### src/rtl/stat_pkg.sv
// Purpose : shared constants for the statistics controller: opcode encodings,
//           counter index map, readout FSM encoding and the opcode classifier.
// Ports   : none (package).
// Config  : STAT_SAT_EN (consumed by stat_cnt) selects saturating counters.
package stat_pkg;

    // Opcodes that select a class counter
    localparam logic [5:0] OP_RTYPE = 6'b000000;
    localparam logic [5:0] OP_J     = 6'b000010;
    localparam logic [5:0] OP_JAL   = 6'b000011;
    localparam logic [5:0] OP_LW    = 6'b100011;
    localparam logic [5:0] OP_SW    = 6'b101011;
    localparam logic [5:0] OP_BNE   = 6'b000101;
    localparam logic [5:0] OP_BEQ   = 6'b000100;
    localparam logic [5:0] OP_ANDI  = 6'b001100;
    localparam logic [5:0] OP_ORI   = 6'b001101;
    localparam logic [5:0] OP_SLTI  = 6'b001010;
    localparam logic [5:0] OP_ADDI  = 6'b001000;
    localparam logic [5:0] OP_ADDIU = 6'b001001;

    // Counter index map; also the order in which words are read out
    localparam int         NUM_CNT = 4;
    localparam logic [1:0] IDX_R   = 2'd0;
    localparam logic [1:0] IDX_I   = 2'd1;
    localparam logic [1:0] IDX_J   = 2'd2;
    localparam logic [1:0] IDX_CYC = 2'd3;

    // Readout FSM encoding
    localparam logic [0:0] RD_IDLE = 1'b0;
    localparam logic [0:0] RD_SEND = 1'b1;

    // One-hot class of an opcode, bit positions match IDX_R/IDX_I/IDX_J.
    // Unknown opcodes return all zeros so they touch no counter.
    function automatic logic [2:0] op_class(input logic [5:0] opc);
        logic [2:0] c;
        c = 3'b000;
        case (opc)
            OP_RTYPE:                            c = 3'b001;
            OP_LW, OP_SW, OP_BNE, OP_BEQ, OP_ANDI,
            OP_ORI, OP_SLTI, OP_ADDI, OP_ADDIU:  c = 3'b010;
            OP_J, OP_JAL:                        c = 3'b100;
            default:                             c = 3'b000;
        endcase
        return c;
    endfunction

endpackage

### src/rtl/stat_cnt.sv
// Purpose : one statistics counter with enable and synchronous clear.
// Ports   : clk, rst (async active-low), en (count), clr (zero, wins over en), cnt.
// Config  : STAT_SAT_EN defined -> holds at all-ones; otherwise wraps to zero.
module stat_cnt #(
    parameter int CNT_W = 32
) (
    input  logic             clk,
    input  logic             rst,
    input  logic             en,
    input  logic             clr,
    output logic [CNT_W-1:0] cnt
);

    localparam logic [CNT_W-1:0] ONE = {{(CNT_W-1){1'b0}}, 1'b1};

    always_ff @(posedge clk or negedge rst) begin
        if (!rst) begin
            cnt <= '0;
        end else if (clr) begin
            cnt <= '0;
        end else if (en) begin
`ifdef STAT_SAT_EN
            if (cnt != '1) begin
                cnt <= cnt + ONE;
            end
`else
            cnt <= cnt + ONE;
`endif
        end
    end

endmodule

### src/rtl/stat_ctrl.sv
// Purpose : retired-instruction statistics (R/I/J/cycle counters) with a
//           snapshot readout streamed one word per out_valid/out_ready handshake.
// Ports   : clk, rst (async active-low); op/op_valid retire stream; start/stop/
//           clear/dump_req command pulses; run, busy status; out_valid/out_ready/
//           out_idx/out_data readout stream.
// Config  : STAT_SAT_EN defined -> counters saturate instead of wrapping.
module stat_ctrl
    import stat_pkg::*;
#(
    parameter int CNT_W = 32,
    parameter int IDX_W = 2
) (
    input  logic             clk,
    input  logic             rst,
    input  logic [5:0]       op,
    input  logic             op_valid,
    input  logic             start,
    input  logic             stop,
    input  logic             clear,
    input  logic             dump_req,
    output logic             run,
    output logic             busy,
    output logic             out_valid,
    input  logic             out_ready,
    output logic [IDX_W-1:0] out_idx,
    output logic [CNT_W-1:0] out_data
);

    localparam logic [IDX_W-1:0] IDX_ONE  = {{(IDX_W-1){1'b0}}, 1'b1};
    localparam logic [IDX_W-1:0] IDX_LAST = IDX_W'(IDX_CYC);

    logic [2:0]         cls;
    logic [NUM_CNT-1:0] inc_en;
    logic [CNT_W-1:0]   cnt    [NUM_CNT];
    logic [CNT_W-1:0]   shadow [NUM_CNT];
    logic [0:0]         rd_state;

    // stop has priority so a simultaneous start/stop leaves counting off
    always_ff @(posedge clk or negedge rst) begin
        if (!rst) begin
            run <= 1'b0;
        end else if (stop) begin
            run <= 1'b0;
        end else if (start) begin
            run <= 1'b1;
        end
    end

    // Class bits are ordered like the counter indices, so they map straight
    // onto the enables; the cycle counter runs whenever run is set.
    assign cls    = op_class(op);
    assign inc_en = {run, {3{run & op_valid}} & cls};

    for (genvar g = 0; g < NUM_CNT; g++) begin : g_cnt
        stat_cnt #(.CNT_W(CNT_W)) u_cnt (
            .clk (clk),
            .rst (rst),
            .en  (inc_en[g]),
            .clr (clear),
            .cnt (cnt[g])
        );
    end

    // Readout. The snapshot samples the counters' current register values,
    // so a clear on the same edge is not visible in the dump.
    always_ff @(posedge clk or negedge rst) begin
        if (!rst) begin
            rd_state <= RD_IDLE;
            out_idx  <= '0;
            for (int i = 0; i < NUM_CNT; i++) begin
                shadow[i] <= '0;
            end
        end else begin
            case (rd_state)
                RD_IDLE: begin
                    if (dump_req) begin
                        for (int i = 0; i < NUM_CNT; i++) begin
                            shadow[i] <= cnt[i];
                        end
                        rd_state <= RD_SEND;
                        out_idx  <= '0;
                    end
                end
                RD_SEND: begin
                    if (out_ready) begin
                        if (out_idx == IDX_LAST) begin
                            rd_state <= RD_IDLE;
                            out_idx  <= '0;
                        end else begin
                            out_idx <= out_idx + IDX_ONE;
                        end
                    end
                end
                default: rd_state <= RD_IDLE;
            endcase
        end
    end

    assign busy      = (rd_state == RD_SEND);
    assign out_valid = busy;
    // Data is forced to zero outside a readout so nothing stale leaks out
    assign out_data  = busy ? shadow[out_idx] : '0;

endmodule

### config.mk
export PLATFORM = sky130hd
export DESIGN_NAME = stat_ctrl
export DESIGN_NICKNAME = d
export VERILOG_FILES = /design/src/rtl/stat_pkg.sv /design/src/rtl/stat_cnt.sv /design/src/rtl/stat_ctrl.sv
export SDC_FILE = /design/constraint.sdc
export NUM_CORES = 1
export LEC_CHECK = 0
export CAP_MARGIN = 30
export CORE_MARGIN = 2
export CORE_UTILIZATION = 35
export CTS_CLUSTER_DIAMETER = 120
export DETAILED_ROUTE_END_ITERATION = 10
export SLEW_MARGIN = 20
export SYNTH_ARGS = -nofsm -noshare
export SYNTH_HDL_FRONTEND = slang
export SYNTH_HIERARCHICAL = 1
export SYNTH_SLANG_ARGS = --single-unit
### constraint.sdc
create_clock -name clk -period 6 [get_ports clk]
set_clock_uncertainty 0.15 [all_clocks]
set_input_delay 0.9 -clock clk [delete_from_list [all_inputs] [get_ports clk]]
set_output_delay 0.9 -clock clk [all_outputs]
set_load 0.01 [all_outputs]
==> out/results.txt, run 1 <==
The share of synthesized area in the top cell type comes to 50.99%. Power spread over the standard cell area amounts to 271.8 mW/mm^2. The time the worst path needs with I/O delays and setup works out to 4.046 ns.

The tree is rooted in a sky130_fd_sc_hd__clkbuf_16. The most area-hungry cell type in the Yosys netlist is sky130_fd_sc_hd__dfrtp_1. The average wire length per cell after detail routing was 17.55 um. The run gives 0.01350 mm^2 as the placement-stage cell area. The run gives 0 as the number of pins with negative max-slew slack in the final report. Data on the critical path is required at its endpoint by 4.95 ns. The maximum number of buffers from clock root to sink was 3; the clock latency on the worst-skew pair was 0.53 ns.

After filler insertion, the fill cell instance count of the layout stands at 3388. Clock tree synthesis inserted a total of 27 buffers. The run gives 14.89% as the global-route total usage across every layer. The die covers 0.03800 mm^2. For this design the top-level I/O count stands at 51. The async set-reset flop share out of synthesis works out to 100.0%. The worst pin sits at a relative slew slack of 47.33%. Sorting the synthesized cells by area gives the leading types as sky130_fd_sc_hd__dfrtp_1 51%, sky130_fd_sc_hd__mux2_2 11%, sky130_fd_sc_hd__mux4_2 4.9%, sky130_fd_sc_hd__a21oi_1 3.1%, sky130_fd_sc_hd__or4_1 3.1%. Across the VDD grid, the largest voltage drop is 187.5 uV.

After the last flow step, the layout net total stands at 1113. The detailed router placed 8597 vias in this run. For the final number of hold-violating endpoints, the log shows 0. By count the netlist is led by 260 x sky130_fd_sc_hd__dfrtp_1, 129 x sky130_fd_sc_hd__mux2_2, 80 x sky130_fd_sc_hd__a21oi_1.

Measured in cells, the most critical reg-to-reg path has a length of 7. The horizontal die dimension was 194.9 um; the initial detailed-routing violation count was 789. The synthesized netlist occupies a cell area of 0.01276 mm^2.

Number of distinct library cells after synthesis: 39. Setup repair after global routing left no endpoint under its margin. The run finished with clean final reports. The HPWL after detailed placement is 18.12 mm. In the final layout, the multi-input gates occupy 0.005731 mm^2. The first global-routing pass estimated 46.60 mm of wire.

The number of global-route vias before repair was 8499. The area growth from synthesis to layout was 13.06%; the residual overflow from global routing was 0. In this run, post-CTS repair resized a total of 0 instances.

The tool flagged a number of max-cap violations equal to 0. The floorplan has 69 rows. Cells with a size suffix above 1 make up 20.22% of the layout.

After detailed placement, the design holds a cell count of 1524. The most used flip-flop cell after synthesis is sky130_fd_sc_hd__dfrtp_1. The internal reg-to-reg setup slack is 2.33 ns, and the initial core utilization is 35.70%. The first-pass detailed-route iteration total was 5; the H-tree depth was 1.

Of the available clock period, the critical path in the final layout requires 67.44%. TritonCTS built the clock tree. Quantity of I/O buffers inserted on ports: 50.

The most common cell in the synthesized netlist is sky130_fd_sc_hd__dfrtp_1. Along the worst path, the maximum fanout reaches 22. The number of antenna diodes in the final layout is 0. Clock sink total: 260.

Synthesis produced a netlist whose cell count is 1079. The final setup violation count is 0. The tools report the remaining number of nets flagged by the antenna check after routing as 0. The number of vias per cell is 5.462, and the global placer's final weighted congestion is 0.7517.

Hold repair after CTS inserted 0 buffers. Counting flops with a built-in enable in the synthesized netlist gives 0. Type of the worst setup path: reg -> out.

For the pin with the worst max-slew slack, the measured transition is 0.7864 ns. In this run the worst hold path is classified as in -> async. The worst setup path is launched from a flop. The die outline height works out to 194.9 um. The core area is 0.03574 mm^2, and the area occupied by registers is 0.006507 mm^2. After clock tree synthesis, the clock-pin slew on the worst setup and hold paths is 0.06 ns. The post-synth net total is 1098, and the final setup TNS is 0 ns. Synthesis inferred 260 register bits. For the static power due to leakage, the log shows 5.970 nW. Leaving out filler cells and counting taps, the final layout contains 1574. STA classifies the critical path endpoint as an output pin. Summed over all layers, the routed wires come to 27.62 mm. The run gives 0 as the initial antenna violation count. Dividing the synthesized area by the synthesized cell count gives 11.83 um^2.

Entering global routing, the biggest net connects 133 pins. The final standard cell area without fillers came out at 0.01443 mm^2. The post-CTS repair timing setup buffer count came out at 0.

The sum of internal, switching and leakage power was 3.921 mW. The tools report the register area share after synthesis as 50.99%. The logs give 247.1 MHz for the upper clock frequency limit and 0 for the remaining design rule violation count. STA puts the critical path data arrival time at 3.00 ns. Synthesis warning total: 6.
[per-stage QoR]
step,hold slack [ns],util (%),setup slack [ns]
floorplan,0.3218,-,2.589
CTS,0.3518,40.23,1.850
finish,0.1154,40.37,1.954
global route,0.1308,40.37,1.744
detailed placement,0.3376,37.78,1.441
global placement,0.3325,37.78,1.466
[placed cells by master, fill, tap and decap left out, types with 5 or more instances in the layout]
master	n
sky130_fd_sc_hd__clkinv_2	6
sky130_fd_sc_hd__mux4_2	28
sky130_fd_sc_hd__o31ai_1	49
sky130_fd_sc_hd__or4_1	53
sky130_fd_sc_hd__clkbuf_8	8
sky130_fd_sc_hd__clkbuf_16	27
sky130_fd_sc_hd__inv_1	25
sky130_fd_sc_hd__dfrtp_1	259
sky130_fd_sc_hd__ha_1	5
sky130_fd_sc_hd__buf_4	8
sky130_fd_sc_hd__or3_1	36
sky130_fd_sc_hd__clkdlybuf4s50_1	48
sky130_fd_sc_hd__o21ai_0	35
sky130_fd_sc_hd__nand4_1	20
sky130_fd_sc_hd__nand2_1	54
sky130_fd_sc_hd__a21oi_1	80
sky130_fd_sc_hd__nor4_1	16
sky130_fd_sc_hd__and2_1	32
sky130_fd_sc_hd__nand3_1	24
sky130_fd_sc_hd__nor2_1	53
sky130_fd_sc_hd__nor3_1	9
sky130_fd_sc_hd__xor2_1	16
sky130_fd_sc_hd__mux2_2	129
sky130_fd_sc_hd__and4_1	16
sky130_fd_sc_hd__xnor2_1	28
sky130_fd_sc_hd__nand3b_1	5
[worst max-delay path, stage by stage (launching register included)]
cell and delay (ns):
sky130_fd_sc_hd__dfrtp_2 0.80, sky130_fd_sc_hd__buf_4 0.40, sky130_fd_sc_hd__mux4_1 0.59, sky130_fd_sc_hd__and2_1 0.17
sky130_fd_sc_hd__clkdlybuf4s50_1 0.47
[cells by family (layout without fill, tap and decap cells)]
group                    count (synthesis)  count (layout)  synth area share (%)
XOR/XNOR                                44              44                 3.020
multiplexers                           165             165                 17.46
AND/OR/NAND/NOR                        327             327                 15.01
adder cells (fa/ha/maj)                  5               5                0.4902
buffers and inverters                  100             134                 4.167
AO/OA/AOI/OAI                          178             178                 8.864
flip-flops                             260             260                 50.99
[flip-flops by register name (all words and copies together), names as in the netlist]
register	cells
g_cnt.u_cnt/cnt	128
shadow	128
out_idx	2
busy	1
run	1
[per-layer routing]
layer	part of all wire, %	global-route usage, %
met2	46	23.43
met1	49	22.22
met4	1.4	3.138
met3	3.0	1.631
met5	0	0
[final timing paths]
| kind | startpoint | endpoint |
|---|---|---|
| min in group clk | shadow[95] | shadow[95] |
| max reg2reg | run | g_cnt[2].u_cnt/cnt[29] |
| min | rst | shadow[61] |
| max in group asynchronous | rst | g_cnt[0].u_cnt/cnt[6] |
| min reg2reg | shadow[95] | shadow[95] |
| max | out_idx[0] | out_data[0] |
[power by group]
| part | internal [mW] | switching (mW) |
|---|---|---|
| combinational | 0.201 | 0.240 |
| sequential | 1.77 | 0.0481 |
| clock | 0.964 | 0.693 |
[layout make-up]
class | instances | area share [%]
clock buffers | 39 | 5.550
clock inverters | 9 | 0.5203
inverters | 25 | 0.6504
multi-input cells | 719 | 39.72
flip-flops and latches | 260 | 45.10
well taps | 461 | 3.998
repair buffers | 61 | 4.458
Note: power is estimated with default switching activity, not from simulation.
==> run 2: changes to the inputs <==
==> constraint.sdc (replaced) <==
create_clock -name clk -period 4 [get_ports clk]
set_clock_uncertainty 0.15 [all_clocks]
set_input_delay 0.6 -clock clk [delete_from_list [all_inputs] [get_ports clk]]
set_output_delay 0.6 -clock clk [all_outputs]
set_load 0.01 [all_outputs]
==> out/results.txt, run 2 (synthesis results as in run 1) <==
Clock latency on the worst-skew pair, taken at its later pin, is 0.53 ns. Setup repair after global routing left no endpoint under its margin. The largest registers in the layout are g_cnt.u_cnt/cnt x128, shadow x128, out_idx x2. In this run the tightest slew margin relative to its limit is 43.05%.

The net count of the finished layout is 1127. After detailed routing, the number of remaining DRC violations is 0. The logs give 8553 for the number of vias in the routed layout and 5.865 mW for the sum of internal, switching and leakage power. The HPWL reported at the end of detailed placement was 19.03 mm. Class of the tightest hold or removal check: reg -> reg. The cell family contributing the most delay on the critical path is simple AND/OR/NAND/NOR gates. STA puts the critical path data arrival time at 3.69 ns. Max-cap violations in this run came to 0. CTS placed an instance of sky130_fd_sc_hd__clkbuf_16 at the clock tree root. The run gives 1 as the H-tree depth. The worst setup path is launched from a flop. The tools report the worst IR drop on VDD as 295.7 uV. After global routing, the most crowded layer is met2. For this design the static power due to leakage is 6.014 nW. In the final layout, the share of cells above drive strength 1 is 20.46%.

The cell that appears most often on the critical path is sky130_fd_sc_hd__or4_1. On the critical path, the stage with the largest delay is an instance of sky130_fd_sc_hd__or3_1. The run gives 0 as the post-CTS repair timing setup buffer count. The library cell used most frequently in the layout, excluding fill and tap cells, is sky130_fd_sc_hd__dfrtp_1. Global routing met1 resource utilization: 21.60%. The clock passes through at most 3 buffers. The number of pins with negative max-slew slack in the final report is 0.

The logs give 51 for the number of top-level pins and 8377 for the number of global-route vias before repair. Leaving out fill and tap cells, the most frequent cells in the layout are 259 x sky130_fd_sc_hd__dfrtp_1, 129 x sky130_fd_sc_hd__mux2_2, 80 x sky130_fd_sc_hd__a21oi_1, 54 x sky130_fd_sc_hd__nand2_1. The worst hold path cell count was 1. The maximum fanout encountered on the critical timing path works out to 16. The run finished with clean final reports. The residual overflow from global routing was 0. TritonCTS built the clock tree. Routability-driven placement finished with a final weighted congestion of 0.7736. The tools report the die outline area as 0.03800 mm^2. The CTS clock-pin slew for the worst setup and hold paths was 0.06 ns. After floorplanning, the core was sized to cover 0.03574 mm^2. The worst setup path is captured at a flop. The number of vias per cell was 5.396; the required time of the critical path was 4.29 ns. In this run the most critical hold path is launched from shadow[22]. The path depth of the worst reg2reg path came out at 8. The number of buffers and inverters on the critical path is 1, and the initial detailed-routing violation count is 705. Relative to the synthesized area, the layout overhead comes to 13.74%. The worst path needs 3.401 ns of the cycle, external delays included. Across the whole layout, storage elements account for 0.006507 mm^2. The average wire length per cell after detail routing was 17.85 um; the remaining number of nets flagged by the antenna check after routing was 0. The upper clock frequency limit is 294.0 MHz. The worst register-to-register path ends at g_cnt[0].u_cnt/cnt[29].

Summed over all layers, the routed wires come to 28.29 mm. The clock sink total was 260. The multi-input combinational cells in the finished layout cover a total of 0.005731 mm^2. The critical path goes through nand3b_1 > or4_1 > nor3_1 > buf_4 > o2111ai_4 > or3_1 > or4_1 > a21oi_1.

The final core area utilization is 40.61%. For flop-to-flop paths, the worst setup slack is 0.60 ns. At the pin with the least slew margin, the transition time is 0.8542 ns. The clock buffer count from CTS was 27. Measured along the y axis, the die boundary spans 194.9 um.

The initial antenna violation count was 0. The quantity of I/O buffers inserted on ports was 50. In the global route stage, overall resource usage came out at 14.90%. Wire length of the first global-routing pass: 46.04 mm. Entering global routing, the biggest net connects 98 pins.

For this run, the slowest stage of the critical path takes 0.62 ns. The horizontal die dimension is 194.9 um, and the total inserted antenna cells is 0. Setup violations remaining at the end of the flow were counted as 0. Once the floorplan was initialized, standard cells occupied 35.70% of the core. The run gives 0 as the final number of hold-violating endpoints.

For this run, global-route usage on met3 was measured as 1.857%. The first-pass detailed-route iteration total was 4; the number of placement rows was 69. The cell count along the critical path came out at 8.

The critical path is of the reg -> reg type. The final setup TNS came out at 0 ns. The start of the worst register-to-register path is run. The worst min-delay path endpoint was shadow[22]. After layout, the worst path uses 85.03% of the clock period.

In this run the power density over the cells is 404.1 mW/mm^2. The filler cells instantiated in the layout total 3396. Global routing consumed, on the met2 layer, 23.70% of the routing resources.
run 2: metal layers:
layer	part of all wire, %	vias up
met5	0	-
met4	1.9	0
met3	2.8	34
met2	46	104
met1	49	4349
li1	-	4066
run 2: cell type report:
| cell class | count | area share [%] |
|---|---|---|
| Tap cell | 461 | 3.974 |
| Multi-Input combinational cell | 719 | 39.48 |
| Sequential cell | 260 | 44.84 |
| Clock buffer | 44 | 5.647 |
| Timing Repair Buffer | 75 | 5.207 |
| Clock inverter | 1 | 0.2069 |
| Inverter | 25 | 0.6466 |
run 2: report_power, final:
part / switching, mW / internal, mW
logic: 0.393 / 0.315
registers: 0.0491 / 2.66
clock network: 1.00 / 1.44
total: 1.44 / 4.42
run 2: timing repair:
| action | CTS | global route |
|---|---|---|
| hold endpoints to repair | 81 | 0 |
| hold buffers | 1 | 0 |
| gates resized for setup | 0 | 0 |
run 2: worst max path at each step:
stage,slack (ns),startpoint,to
2_1_floorplan,0.89,op[0],g_cnt[1].u_cnt/cnt[27]
3_3_place_gp,0.17,op[0],g_cnt[1].u_cnt/cnt[31]
3_5_place_dp,0.16,op[4],g_cnt[0].u_cnt/cnt[31]
4_1_cts,0.58,run,g_cnt[0].u_cnt/cnt[29]
5_1_grt,0.40,run,g_cnt[0].u_cnt/cnt[29]
6_report,0.60,run,g_cnt[0].u_cnt/cnt[29]
run 2: per-stage QoR:
stage                     std cells  area, um^2  worst slack (ns)  hold slack, ns
after CTS                      1585       14510            0.5758          0.3512
after detailed placement       1539       13650            0.1572          0.3375
final                          1585       14510            0.5987          0.3514
after global routing           1585       14510            0.3995          0.3643
after global placement         1539       13650            0.1725          0.3337
after floorplan                1079       12760            0.8894          0.1544
==> run 3: changes to the inputs <==
--- a/config.mk
+++ b/config.mk
@@ -10,7 +10,7 @@
 export CORE_UTILIZATION = 35
 export CTS_CLUSTER_DIAMETER = 120
 export DETAILED_ROUTE_END_ITERATION = 10
-export SLEW_MARGIN = 20
+export SLEW_MARGIN = 25
 export SYNTH_ARGS = -nofsm -noshare
 export SYNTH_HDL_FRONTEND = slang
 export SYNTH_HIERARCHICAL = 1
==> constraint.sdc (replaced) <==
create_clock -name clk -period 4.2 [get_ports clk]
set_clock_uncertainty 0.15 [all_clocks]
set_input_delay 0.63 -clock clk [delete_from_list [all_inputs] [get_ports clk]]
set_output_delay 0.63 -clock clk [all_outputs]
set_load 0.01 [all_outputs]
==> out/results.txt, run 3 (synthesis results as in run 1) <==
The residual overflow from global routing was 0; the final number of hold-violating endpoints was 0. Of the available clock period, the critical path in the final layout requires 81.76%. The routed layout has 8677 vias. Setup total negative slack on the finished layout was measured at 0 ns. The top cell types in the final layout, fill and taps aside, are 259 x sky130_fd_sc_hd__dfrtp_1, 129 x sky130_fd_sc_hd__mux2_2, 80 x sky130_fd_sc_hd__a21oi_1, 54 x sky130_fd_sc_hd__nand2_1. After detailed routing, the number of vias per cell comes to 5.478. The later pin in the worst-skew pair is clocked with a latency of 0.53 ns. The clock sink total was 260.

The startpoint identified for the worst register-to-register timing path is run. Dividing the detail-routed wire length by the instance count gives 17.93 um. The startpoint type of the worst setup path was a flop.

During placement, the flow inserted port buffers numbering 50. In this run, CTS created clock tree buffers numbering 27. The detail route stage leaves a number of antenna-violating nets equal to 0. TritonCTS built the clock tree. For this run, the top clock speed supported by timing is 291.2 MHz. STA puts the critical path data arrival time at 3.73 ns. Counting stages on the worst path, the most repeated cell is sky130_fd_sc_hd__or4_1. The global-route total usage across every layer is 15.28%. Setup repair after global routing left no endpoint under its margin. The setup path with the least slack is of type reg -> reg. Origin of the worst min-delay path: shadow[14]. The die is 194.9 um wide.

The slowest stage of the critical path is the sky130_fd_sc_hd__or3_1 cell. The initial antenna violation count came out at 0. The worst hold path cell count was 1; the CTS clock-pin slew for the worst setup and hold paths was 0.06 ns. The number of placement rows is 69. Die outline height: 194.9 um.

The worst hold path belongs to the class reg -> reg. The post-route netlist has 20.48% of its cells at a drive strength greater than 1. The H-tree depth was 1; the HPWL reported at the end of detailed placement was 18.87 mm. In this run the power density over the cells is 398.4 mW/mm^2. The tool flagged a number of max-cap violations equal to 0.

Transition at the pin with the smallest max-transition slack: 0.8824 ns. The signal on the critical path passes through nand3b_1 > or4_1 > nor3_1 > buf_4 > o2111ai_4 > or3_1 > or4_1 > a21oi_1. For the static power due to leakage, the log shows 6.043 nW. The post-route worst hold slack is 0.3507 ns. The run gives 35.70% as the initial core utilization.

The tools report the number of pins with negative max-slew slack in the final report as 0. The logs give 0.2628 ns for the worst slack at placement and 0.7830 for the global placer's final weighted congestion. Leaving out fill and tap cells, the most frequent cell in the layout is sky130_fd_sc_hd__dfrtp_1. The remaining design rule violation count came out at 0. The clock period could shrink to 3.434 ns. Data on the critical path is required at its endpoint by 4.50 ns.

Relative to the synthesized area, the layout overhead comes to 14.27%. The critical path starts at run. The core area is 0.03574 mm^2. The total wirelength of the detailed-routed design came out at 28.40 mm. The number of nets in the finished design is 1122, and the final setup violation count is 0. The repair_antennas step left the layout with diodes totalling 0. The run finished with clean final reports.

The cell chosen for the clock root was sky130_fd_sc_hd__clkbuf_16. The wire length of the first global-routing pass was 47.56 mm. Of all nets on the critical path, the largest fanout is 17.

Initial detailed-routing violation count: 560. The die outline area was 0.03800 mm^2; the number of global-route vias before repair was 8467. Once layout is complete, the cells apart from fillers number 1584. The headroom to the max-slew limit is 41.17%. The largest registers in the layout are g_cnt.u_cnt/cnt x128, shadow x128, out_idx x2.

The largest stage delay on the critical path was 0.63 ns. Across the VDD grid, the largest voltage drop is 300.5 uV. For the maximum number of pins on one net before global-route repair, the log shows 129. The slack of the critical path came out at 0.7659 ns.

STA classifies the critical path endpoint as a flop. The logs give 1533 for the instance count after placement with tap cells included and 0 for the post-CTS repair timing setup buffer count. For the worst flop-to-flop path, the logic depth is 8. The run gives 51 as the number of top-level pins. The clock passes through at most 3 buffers. The pre-antenna-repair detailed-routing pass consisted of 5 iterations.
run 3: layer usage:
| layer | vias up | share of wire (%) | global-route usage, % |
|---|---|---|---|
| met5 | - | 0 | 0 |
| met4 | 0 | 1.4 | 3.449 |
| met3 | 29 | 3.0 | 1.666 |
| met2 | 110 | 48 | 24.78 |
| met1 | 4468 | 48 | 22.07 |
| li1 | 4070 | - | - |
run 3: worst max-delay path: cells and delay by family, from the launching register on:
family	cells	cell delay, ns
DFF	1	0.56
AOI/OAI and AO/OA	2	0.29
buffers and inverters	1	0.22
and+or+nand+nor	5	2.13
run 3: per-stage QoR:
| step | utilization (%) | power (mW) | area (um^2) |
|---|---|---|---|
| detailed placement | 38.04 | 3.313 | 13600 |
| global route | 40.80 | 6.042 | 14580 |
| global placement | 38.04 | 3.305 | 13600 |
| finish | 40.80 | 5.809 | 14580 |
| floorplan | - | 3.159 | 12760 |
| CTS | 40.69 | 5.897 | 14540 |
run 3: path summary, 6_finish.rpt:
kind / slack, ns / endpoint
worst max-delay path: 0.77 / g_cnt[0].u_cnt/cnt[29]
worst min-delay path: 0.35 / shadow[14]
worst max register to register: 0.77 / g_cnt[0].u_cnt/cnt[29]
worst min register to register: 0.35 / shadow[14]
max in group asynchronous: 2.41 / g_cnt[0].u_cnt/cnt[9]
min in group asynchronous: 0.39 / g_cnt[2].u_cnt/cnt[22]
run 3: repair_timing:
item,in CTS,in global routing
hold buffers,0,1
gates resized for setup,0,0
hold endpoints to repair,0,26
run 3: area by class of cell:
class | count | area, um^2
sequential | 260 | 6507
inverter | 25 | 93.84
multi-input combinational | 719 | 5731
clock inverter | 9 | 172.7
tap | 461 | 576.8
timing repair buffer | 70 | 725.7
fill | 3329 | 21160
clock buffer | 40 | 774.5
run 3: where the power goes:
group          switching [mW]  leakage, nW  internal [mW]
registers              0.0532         3.62           2.54
clock network           0.982        0.461           1.58
logic                   0.364         1.96          0.298
total                    1.40         6.04           4.41
